## config.mk

```make
export PLATFORM = sky130hd
export DESIGN_NAME = fl_netcope_arbiter_flat
export DESIGN_NICKNAME = d
export VERILOG_FILES = /design/src/rtl/fl_netcope_arbiter_if.sv /design/src/rtl/fl_netcope_arbiter.sv /design/src/flat_wrapper.sv
export SDC_FILE = /design/constraint.sdc
export NUM_CORES = 1
export LEC_CHECK = 0
export ABC_AREA = 1
export CAP_MARGIN = 40
export CORE_AREA = 3 3 144 146
export CTS_CLUSTER_DIAMETER = 100
export DETAILED_ROUTE_END_ITERATION = 10
export DIE_AREA = 0 0 147 149
export SYNTH_ARGS = -nofsm -noshare
export SYNTH_HDL_FRONTEND = slang
export SYNTH_SLANG_ARGS = --single-unit
```

## constraint.sdc

```tcl
create_clock -name clk -period 2.7 [get_ports clk]
set_input_delay 0.27 -clock clk [delete_from_list [all_inputs] [get_ports clk]]
set_output_delay 0.27 -clock clk [all_outputs]
set_load 0.01 [all_outputs]
```

## src/rtl/fl_netcope_arbiter_if.sv

```systemverilog
// rtl/fl_netcope_arbiter_if.sv - FrameLink source/sink bundle shared by the netcope arbiter and its environment
interface fl_netcope_arbiter_if #(
   parameter int DATA_WIDTH = 64,
   parameter int INPUTS     = 4
);
   localparam int REMW = (DATA_WIDTH > 8) ? $clog2(DATA_WIDTH / 8) : 1;
   localparam int IFCW = $clog2(INPUTS);

   logic [INPUTS-1:0]            en;
   logic [INPUTS*DATA_WIDTH-1:0] rx_data;
   logic [INPUTS*REMW-1:0]       rx_rem;
   logic [INPUTS-1:0]            rx_sof_n;
   logic [INPUTS-1:0]            rx_eof_n;
   logic [INPUTS-1:0]            rx_sop_n;
   logic [INPUTS-1:0]            rx_eop_n;
   logic [INPUTS-1:0]            rx_src_rdy_n;
   logic [INPUTS-1:0]            rx_dst_rdy_n;
   logic [DATA_WIDTH-1:0]        tx_data;
   logic [REMW-1:0]              tx_rem;
   logic                         tx_sof_n;
   logic                         tx_eof_n;
   logic                         tx_sop_n;
   logic                         tx_eop_n;
   logic                         tx_src_rdy_n;
   logic                         tx_dst_rdy_n;
   logic [IFCW-1:0]              tx_ifc;
   logic                         busy;

   // arbiter view: consumes the sources and the adder's ready, drives everything else
   modport slave (
      input  en, rx_data, rx_rem, rx_sof_n, rx_eof_n, rx_sop_n, rx_eop_n, rx_src_rdy_n,
      input  tx_dst_rdy_n,
      output rx_dst_rdy_n,
      output tx_data, tx_rem, tx_sof_n, tx_eof_n, tx_sop_n, tx_eop_n, tx_src_rdy_n,
      output tx_ifc, busy
   );

   // environment view: the FL sources plus the downstream adder
   modport master (
      output en, rx_data, rx_rem, rx_sof_n, rx_eof_n, rx_sop_n, rx_eop_n, rx_src_rdy_n,
      output tx_dst_rdy_n,
      input  rx_dst_rdy_n,
      input  tx_data, tx_rem, tx_sof_n, tx_eof_n, tx_sop_n, tx_eop_n, tx_src_rdy_n,
      input  tx_ifc, busy
   );
endinterface

```

## src/rtl/fl_netcope_arbiter.sv

```systemverilog
// rtl/fl_netcope_arbiter.sv - frame-granular round-robin arbiter feeding one netcope header adder
module fl_netcope_arbiter #(
   parameter int DATA_WIDTH = 64,
   parameter int INPUTS     = 4
) (
   input logic                 clk,
   input logic                 rst_n,
   fl_netcope_arbiter_if.slave fl
);
   localparam int REMW = (DATA_WIDTH > 8) ? $clog2(DATA_WIDTH / 8) : 1;
   localparam int IFCW = $clog2(INPUTS);

   localparam logic [0:0] S_IDLE   = 1'b0;
   localparam logic [0:0] S_LOCKED = 1'b1;

   logic [0:0]        state;
   logic [IFCW-1:0]   grant;
   logic [IFCW-1:0]   pointer;
   logic [INPUTS-1:0] req;
   logic              req_any;
   logic [IFCW-1:0]   req_idx;
   logic [IFCW-1:0]   cand;
   logic [INPUTS-1:0] dst_rdy_n;
   logic              locked;
   logic              src_rdy_n;
   logic              eof_n;
   logic              transfer;

   // only an enabled, ready frame start may win a grant
   assign req    = fl.en & ~fl.rx_src_rdy_n & ~fl.rx_sof_n;
   assign locked = (state == S_LOCKED);

   // first requester scanning pointer, pointer+1, ... with natural index wrap
   always_comb begin
      req_any = 1'b0;
      req_idx = pointer;
      cand    = pointer;
      for (int off = 0; off < INPUTS; off++) begin
         cand = pointer + IFCW'(off);
         if (!req_any && req[cand]) begin
            req_any = 1'b1;
            req_idx = cand;
         end
      end
   end

   // only the granted source sees the adder's ready; everyone else stalls
   always_comb begin
      dst_rdy_n = '1;
      if (locked) dst_rdy_n[grant] = fl.tx_dst_rdy_n;
   end

   assign src_rdy_n = locked ? fl.rx_src_rdy_n[grant] : 1'b1;
   assign eof_n     = locked ? fl.rx_eof_n[grant]     : 1'b1;
   assign transfer  = ~src_rdy_n & ~fl.tx_dst_rdy_n;

   assign fl.rx_dst_rdy_n = dst_rdy_n;
   assign fl.tx_data      = fl.rx_data[int'(grant)*DATA_WIDTH +: DATA_WIDTH];
   assign fl.tx_rem       = fl.rx_rem[int'(grant)*REMW +: REMW];
   assign fl.tx_sof_n     = locked ? fl.rx_sof_n[grant] : 1'b1;
   assign fl.tx_eof_n     = eof_n;
   assign fl.tx_sop_n     = locked ? fl.rx_sop_n[grant] : 1'b1;
   assign fl.tx_eop_n     = locked ? fl.rx_eop_n[grant] : 1'b1;
   assign fl.tx_src_rdy_n = src_rdy_n;
   assign fl.tx_ifc       = grant;
   assign fl.busy         = locked;

   // grant on a frame start, release after the EOF beat has been accepted
   always_ff @(posedge clk or negedge rst_n) begin
      if (!rst_n) begin
         state   <= S_IDLE;
         grant   <= '0;
         pointer <= '0;
      end else begin
         case (state)
            S_IDLE: begin
               if (req_any) begin
                  grant <= req_idx;
                  state <= S_LOCKED;
               end
            end
            default: begin
               if (transfer && !eof_n) begin
                  state   <= S_IDLE;
                  pointer <= grant + 1'b1;
               end
            end
         endcase
      end
   end
endmodule

```

## src/flat_wrapper.sv

```systemverilog
// flat-port wrapper written by rule: the top's interface ports become plain ports
module fl_netcope_arbiter_flat 
#(
   parameter int DATA_WIDTH = 64,
   parameter int INPUTS     = 4
)
  (clk, rst_n, fl_en, fl_rx_data, fl_rx_rem, fl_rx_sof_n, fl_rx_eof_n, fl_rx_sop_n, fl_rx_eop_n, fl_rx_src_rdy_n, fl_tx_dst_rdy_n, fl_rx_dst_rdy_n, fl_tx_data, fl_tx_rem, fl_tx_sof_n, fl_tx_eof_n, fl_tx_sop_n, fl_tx_eop_n, fl_tx_src_rdy_n, fl_tx_ifc, fl_busy);
  fl_netcope_arbiter_if #(.DATA_WIDTH(DATA_WIDTH), .INPUTS(INPUTS)) fl_i ();
  input logic clk;
  input logic rst_n;
  input wire logic [$bits(fl_i.en)-1:0] fl_en;
  input wire logic [$bits(fl_i.rx_data)-1:0] fl_rx_data;
  input wire logic [$bits(fl_i.rx_rem)-1:0] fl_rx_rem;
  input wire logic [$bits(fl_i.rx_sof_n)-1:0] fl_rx_sof_n;
  input wire logic [$bits(fl_i.rx_eof_n)-1:0] fl_rx_eof_n;
  input wire logic [$bits(fl_i.rx_sop_n)-1:0] fl_rx_sop_n;
  input wire logic [$bits(fl_i.rx_eop_n)-1:0] fl_rx_eop_n;
  input wire logic [$bits(fl_i.rx_src_rdy_n)-1:0] fl_rx_src_rdy_n;
  input wire logic [$bits(fl_i.tx_dst_rdy_n)-1:0] fl_tx_dst_rdy_n;
  output wire logic [$bits(fl_i.rx_dst_rdy_n)-1:0] fl_rx_dst_rdy_n;
  output wire logic [$bits(fl_i.tx_data)-1:0] fl_tx_data;
  output wire logic [$bits(fl_i.tx_rem)-1:0] fl_tx_rem;
  output wire logic [$bits(fl_i.tx_sof_n)-1:0] fl_tx_sof_n;
  output wire logic [$bits(fl_i.tx_eof_n)-1:0] fl_tx_eof_n;
  output wire logic [$bits(fl_i.tx_sop_n)-1:0] fl_tx_sop_n;
  output wire logic [$bits(fl_i.tx_eop_n)-1:0] fl_tx_eop_n;
  output wire logic [$bits(fl_i.tx_src_rdy_n)-1:0] fl_tx_src_rdy_n;
  output wire logic [$bits(fl_i.tx_ifc)-1:0] fl_tx_ifc;
  output wire logic [$bits(fl_i.busy)-1:0] fl_busy;
  assign fl_i.en = fl_en;
  assign fl_i.rx_data = fl_rx_data;
  assign fl_i.rx_rem = fl_rx_rem;
  assign fl_i.rx_sof_n = fl_rx_sof_n;
  assign fl_i.rx_eof_n = fl_rx_eof_n;
  assign fl_i.rx_sop_n = fl_rx_sop_n;
  assign fl_i.rx_eop_n = fl_rx_eop_n;
  assign fl_i.rx_src_rdy_n = fl_rx_src_rdy_n;
  assign fl_i.tx_dst_rdy_n = fl_tx_dst_rdy_n;
  assign fl_rx_dst_rdy_n = fl_i.rx_dst_rdy_n;
  assign fl_tx_data = fl_i.tx_data;
  assign fl_tx_rem = fl_i.tx_rem;
  assign fl_tx_sof_n = fl_i.tx_sof_n;
  assign fl_tx_eof_n = fl_i.tx_eof_n;
  assign fl_tx_sop_n = fl_i.tx_sop_n;
  assign fl_tx_eop_n = fl_i.tx_eop_n;
  assign fl_tx_src_rdy_n = fl_i.tx_src_rdy_n;
  assign fl_tx_ifc = fl_i.tx_ifc;
  assign fl_busy = fl_i.busy;
  fl_netcope_arbiter #(.DATA_WIDTH(DATA_WIDTH), .INPUTS(INPUTS)) u_core (.clk(clk), .rst_n(rst_n), .fl(fl_i));
endmodule
```

* After elaboration in Yosys (flattened, before gate mapping) *
Index checks and enable logic that the tools add are counted.

word-level totals
  memories = 0
  input bits = 295
  word-level logic and storage cells = 73
  output and inout bits = 79
  register bits = 5
  RAM bits = 0
  ROM bits = 0
  latch bits = 0

operators by class
  muxes and demuxes = 36
  divide/modulo/power cells = 0
  reduce and logical (&&, ||, !) cells = 11
  $lt $le $gt $ge = 6
  multiply operators = 1
  bitwise gates (word level) = 10
  equality and inequality tests = 0
  $add $sub $neg = 4
  shifts and indexed selects = 2

operator list
  operator                                                                              count
  256-bit by 9-bit indexed part select with 64-bit output                               1
  12-bit by 32-bit indexed part select with 3-bit output                                1
  1-bit 2-to-1 mux                                                                      22
  1-bit binary-select mux with 2-bit select                                             9
  2-bit by 3-bit less-than comparator with 1-bit output (second input constant)         5
  4-bit inverter                                                                        3
  4-bit bitwise AND                                                                     2
  2-bit 2-to-1 mux                                                                      3
  1-bit logical AND                                                                     5
  2-bit by 1-bit adder with 2-bit output (second input constant)                        2
  2-bit adder (second input constant)                                                   2
  1-bit zero test                                                                       4
  2-bit by 2-bit multiplier with 4-bit output (second input constant)                   1
  4-bit 2-to-1 mux                                                                      1
  4-bit OR                                                                              1
  2-bit AND reduction                                                                   2
  1-bit inverter                                                                        3
  1-bit demux with 2-bit select                                                         1
  2-bit by 1-bit greater-or-equal comparator with 1-bit output (second input constant)  1
  1-bit bitwise AND                                                                     1

* Longest topological paths before layout *
  word-level depth = 17
  depth in mapped cells = 13
  depth with buffers taken out = 13

* Worst setup path after synthesis *
No wires, ideal clock.

  kind = register to output
  start = reg u_core.grant[0] (netlist: u_core.fl.tx_ifc[0])
  end = out fl_tx_eop_n
  buffers on the path = 2
  slack = 1016 ps
  data required time = 2430 ps
  cell stages (with the launch flop) = 6
  data arrival time = 1414 ps
  cells stage by stage = dfrtp_1 > buf_4 > inv_4 > buf_2 > nor2_1 > o311ai_0

between the ends
  longest elaborated chain between the ends = 3

ends and longest elaborated chain
  element                                    line                      RTL
  start, declared                            fl_netcope_arbiter.sv:17  logic [IFCW-1:0] grant;
  start signal, assigned                     fl_netcope_arbiter.sv:78  grant <= req_idx;
  1-bit binary-select mux with 2-bit select  fl_netcope_arbiter.sv:63  assign fl.tx_eop_n = locked ? fl.rx_eop_n[grant] : 1'b1;
  1-bit 2-to-1 mux (not written as such)     fl_netcope_arbiter.sv:63
  1-bit 2-to-1 mux                           fl_netcope_arbiter.sv:63
  end, declared                              flat_wrapper.sv:26        output wire logic [$bits(fl_i.tx_eop_n)-1:0] fl_tx_eop_n;

Every way passes these cells. The select of a mux whose other input is x is not followed.

* Final worst setup path *
Same ends and word-level chain as after synthesis.

==> qor.csv <==
metric,value,unit
synthMuxAreaShare,0,
synth_fa_ha_area_frac,0.0201,
layout-drive-gt1-share,0.0263,
max_freq,430,MHz
cp_max_fo,40,
drv_cap,0,
synth_area_leaders,"o21ai_0 (29%), nor2_1 (22%), o22ai_1 (17%), nand2_1 (6.6%), dfrtp_1 (5.0%)",
avgSynthCellArea,4.96,sq um
worst_slack,0.373,ns
grt_pass1_wl,24700,um
portBuffers,373,
dr.pass1.iters,7,
setup_violations,0,
clkLatencyLatePin,0.22,ns
die_height,149,um
power.density,902,nW/um^2
clock_sinks,5,
first_global_vias,4520,
synth_area,2490,sq um
antenna_found_initial,0,
clockPowerShare,0.041,
p_sw,2900,uW
cp.arrival,2.06,ns
synth_top_family_by_area,compound AO/OA/AOI/OAI gates,
swShare,0.489,
synth_top_area_share,0.286,
ios,374,
cts_tree,done,
relSlewSlack,0.730,
critPathKind,flop to output port,
routed_wl,16900,um
worst_ir_drop_vdd,0.000382,V
synthXorXnorAreaFrac,0.00704,
async_reset_ff_frac,1.00,
routabilityCongestion,0.920,
clk_pin_slew,0.03,ns
tightest_slew,0.401,ns
fin_crit,2.33,ns
final_hold_viol_count,0,
routedWlPerCell,15.4,um
synth.distinct_cells,28,
synth_compound_area_frac,0.484,
dr.first_iter.drc_count,217,
post_cts_resized,0,
pwr-share-seq,0.033,
hpwl,13600,um
grtUsageTotal,0.138,
postSynthCellCount,501,
final-max-slew-violation-count,0,
cp.required,2.43,ns
yosysMostFrequentCell,nor2_1,
intPower,3030,uW
r2r_end,u_core.pointer[0]$_DFFE_PN0P_,
hold_buffers,0,
clock_skew,0.000553,ns
viasPerCell,4.35,
startpoint_type,flop,
synth-seq-cells,5,
rsz0062_at_grt,false,
antenna_cells,0,
die_w,147,um
rr_worst_depth,7,
hold_class,input port to async pin,
synthSimpleGateAreaFrac,0.327,
r2r_slack,1.05,ns
synth_ff_type,dfrtp_1,
num_rows,51,
cts_inserted_buffers,3,
ys_seq_area_frac,0.0503,
die-area,21900,sq um
cp-end-kind,output port,
root_buffer,clkbuf_16,
core-area,19500,sq um
final.setup.tns,0,ns
synth_common_cells,"nor2_1 (144), o21ai_0 (142), o22ai_1 (67)",
power_frac_comb,0.926,
htree_levels,1,
post-cts-setup-buffers,0,
syn-num-nets,800,
grt_max_degree,79,
status,completed,
clock_path_buffers,2,
drcViolationCount,0,
initial_core_util,0.127,
synth-edff-count,0,
yosys.area.top_type,o21ai_0,
drtAntennaViolNets,0,
place_ws,0.595,ns
dr_total_vias,4802,
leakage,0.00246,uW
ys_warn_count,0,
grt.overflow.total,0,
period_share,0.862,
r2r_start,u_core.fl.tx_ifc[1]$_DFFE_PN0P_,
area_delta_synth_final,165,%
nNetsFinal,1138,
power by group through the flow:
| stage | clock, uW | sequential (uW) | combinational (uW) |
|---|---|---|---|
| 2_1_floorplan | 0 | 153 | 2800 |
| 3_3_place_gp | 0 | 197 | 5520 |
| 6_report | 241 | 196 | 5500 |
| 5_1_grt | 249 | 205 | 5990 |
| 3_5_place_dp | 0 | 197 | 5520 |
| 4_1_cts | 244 | 196 | 5540 |
cells by family (layout without fill, tap and decap cells):
| family | count (synthesis) | in the layout |
|---|---|---|
| buffers and inverters | 64 | 401 |
| AO/OA/AOI/OAI | 220 | 220 |
| flip-flops | 5 | 5 |
| XOR/XNOR | 2 | 2 |
| AND/OR/NAND/NOR | 206 | 206 |
| adder cells (fa/ha/maj) | 4 | 4 |
state kept, by name, indices dropped and copies added, names as in the netlist:
name              cells
u_core.fl.busy        1
u_core.fl.tx_ifc      2
u_core.pointer        2
area by class of cell:
class | instances | area, sq um
repair buffers | 381 | 3890
fillers | 2131 | 12900
flip-flops and latches | 5 | 130
multi-input cells | 432 | 2080
well taps | 265 | 332
inverters | 16 | 62.6
clock buffers | 4 | 78.8
through the flow:
stage | cell area [sq um] | power, uW | hold slack [ns] | std cells | util
2_1_floorplan | 2490 | 2950 | -0.0256 | 501 | -
3_5_place_dp | 6500 | 5710 | 0.523 | 1099 | 0.333
4_1_cts | 6580 | 5980 | 0.288 | 1103 | 0.337
6_report | 6580 | 5940 | 0.284 | 1103 | 0.337
3_3_place_gp | 6500 | 5720 | 0.528 | 1099 | 0.333
5_1_grt | 6580 | 6440 | 0.305 | 1103 | 0.337
metal layers:
metal / track usage / part of all wire / routed length, um / up-vias
li1: - / - / - / 2425
met1: 0.166 / 0.41 / 6960 / 2126
met2: 0.253 / 0.49 / 8290 / 237
met3: 0.0352 / 0.088 / 1490 / 14
met4: 0.0210 / 0.012 / 202 / 0
met5: 0 / 0 / 0 / -
critical path, cell delays in order (launching register included):
cell and delay [ns]:
dfrtp_4 0.51, inv_4 0.11, buf_12 0.19, nor2_1 0.06
nor2_1 0.08, o21ai_0 0.14, o311ai_0 0.13, clkdlybuf4s50_1 0.61
worst max path at each step:
stage                                          startpoint          end  slack [ns]
after CTS                 u_core.fl.tx_ifc[0]$_DFFE_PN0P_  fl_tx_eop_n        0.37
final                     u_core.fl.tx_ifc[0]$_DFFE_PN0P_  fl_tx_eop_n        0.37
after detailed placement  u_core.fl.tx_ifc[0]$_DFFE_PN0P_  fl_tx_eop_n        0.59
after global routing      u_core.fl.tx_ifc[0]$_DFFE_PN0P_  fl_tx_sop_n        0.22
after floorplan           u_core.fl.tx_ifc[0]$_DFFE_PN0P_  fl_tx_eop_n        1.02
after global placement    u_core.fl.tx_ifc[0]$_DFFE_PN0P_  fl_tx_eop_n        0.63
cell usage in the layout, fill, tap and decap left out, types with 2 or more instances in the layout:
cell type	n
inv_1	12
nand2_2	2
clkdlybuf4s50_1	373
o311ai_0	2
nor2_1	144
o22ai_1	67
ha_1	4
nand2_1	44
o21ai_0	142
buf_12	8
a21oi_1	7
dfrtp_1	3
nand3_1	11
inv_2	3
clkbuf_16	3
Note: power is estimated with default switching activity, not from simulation.
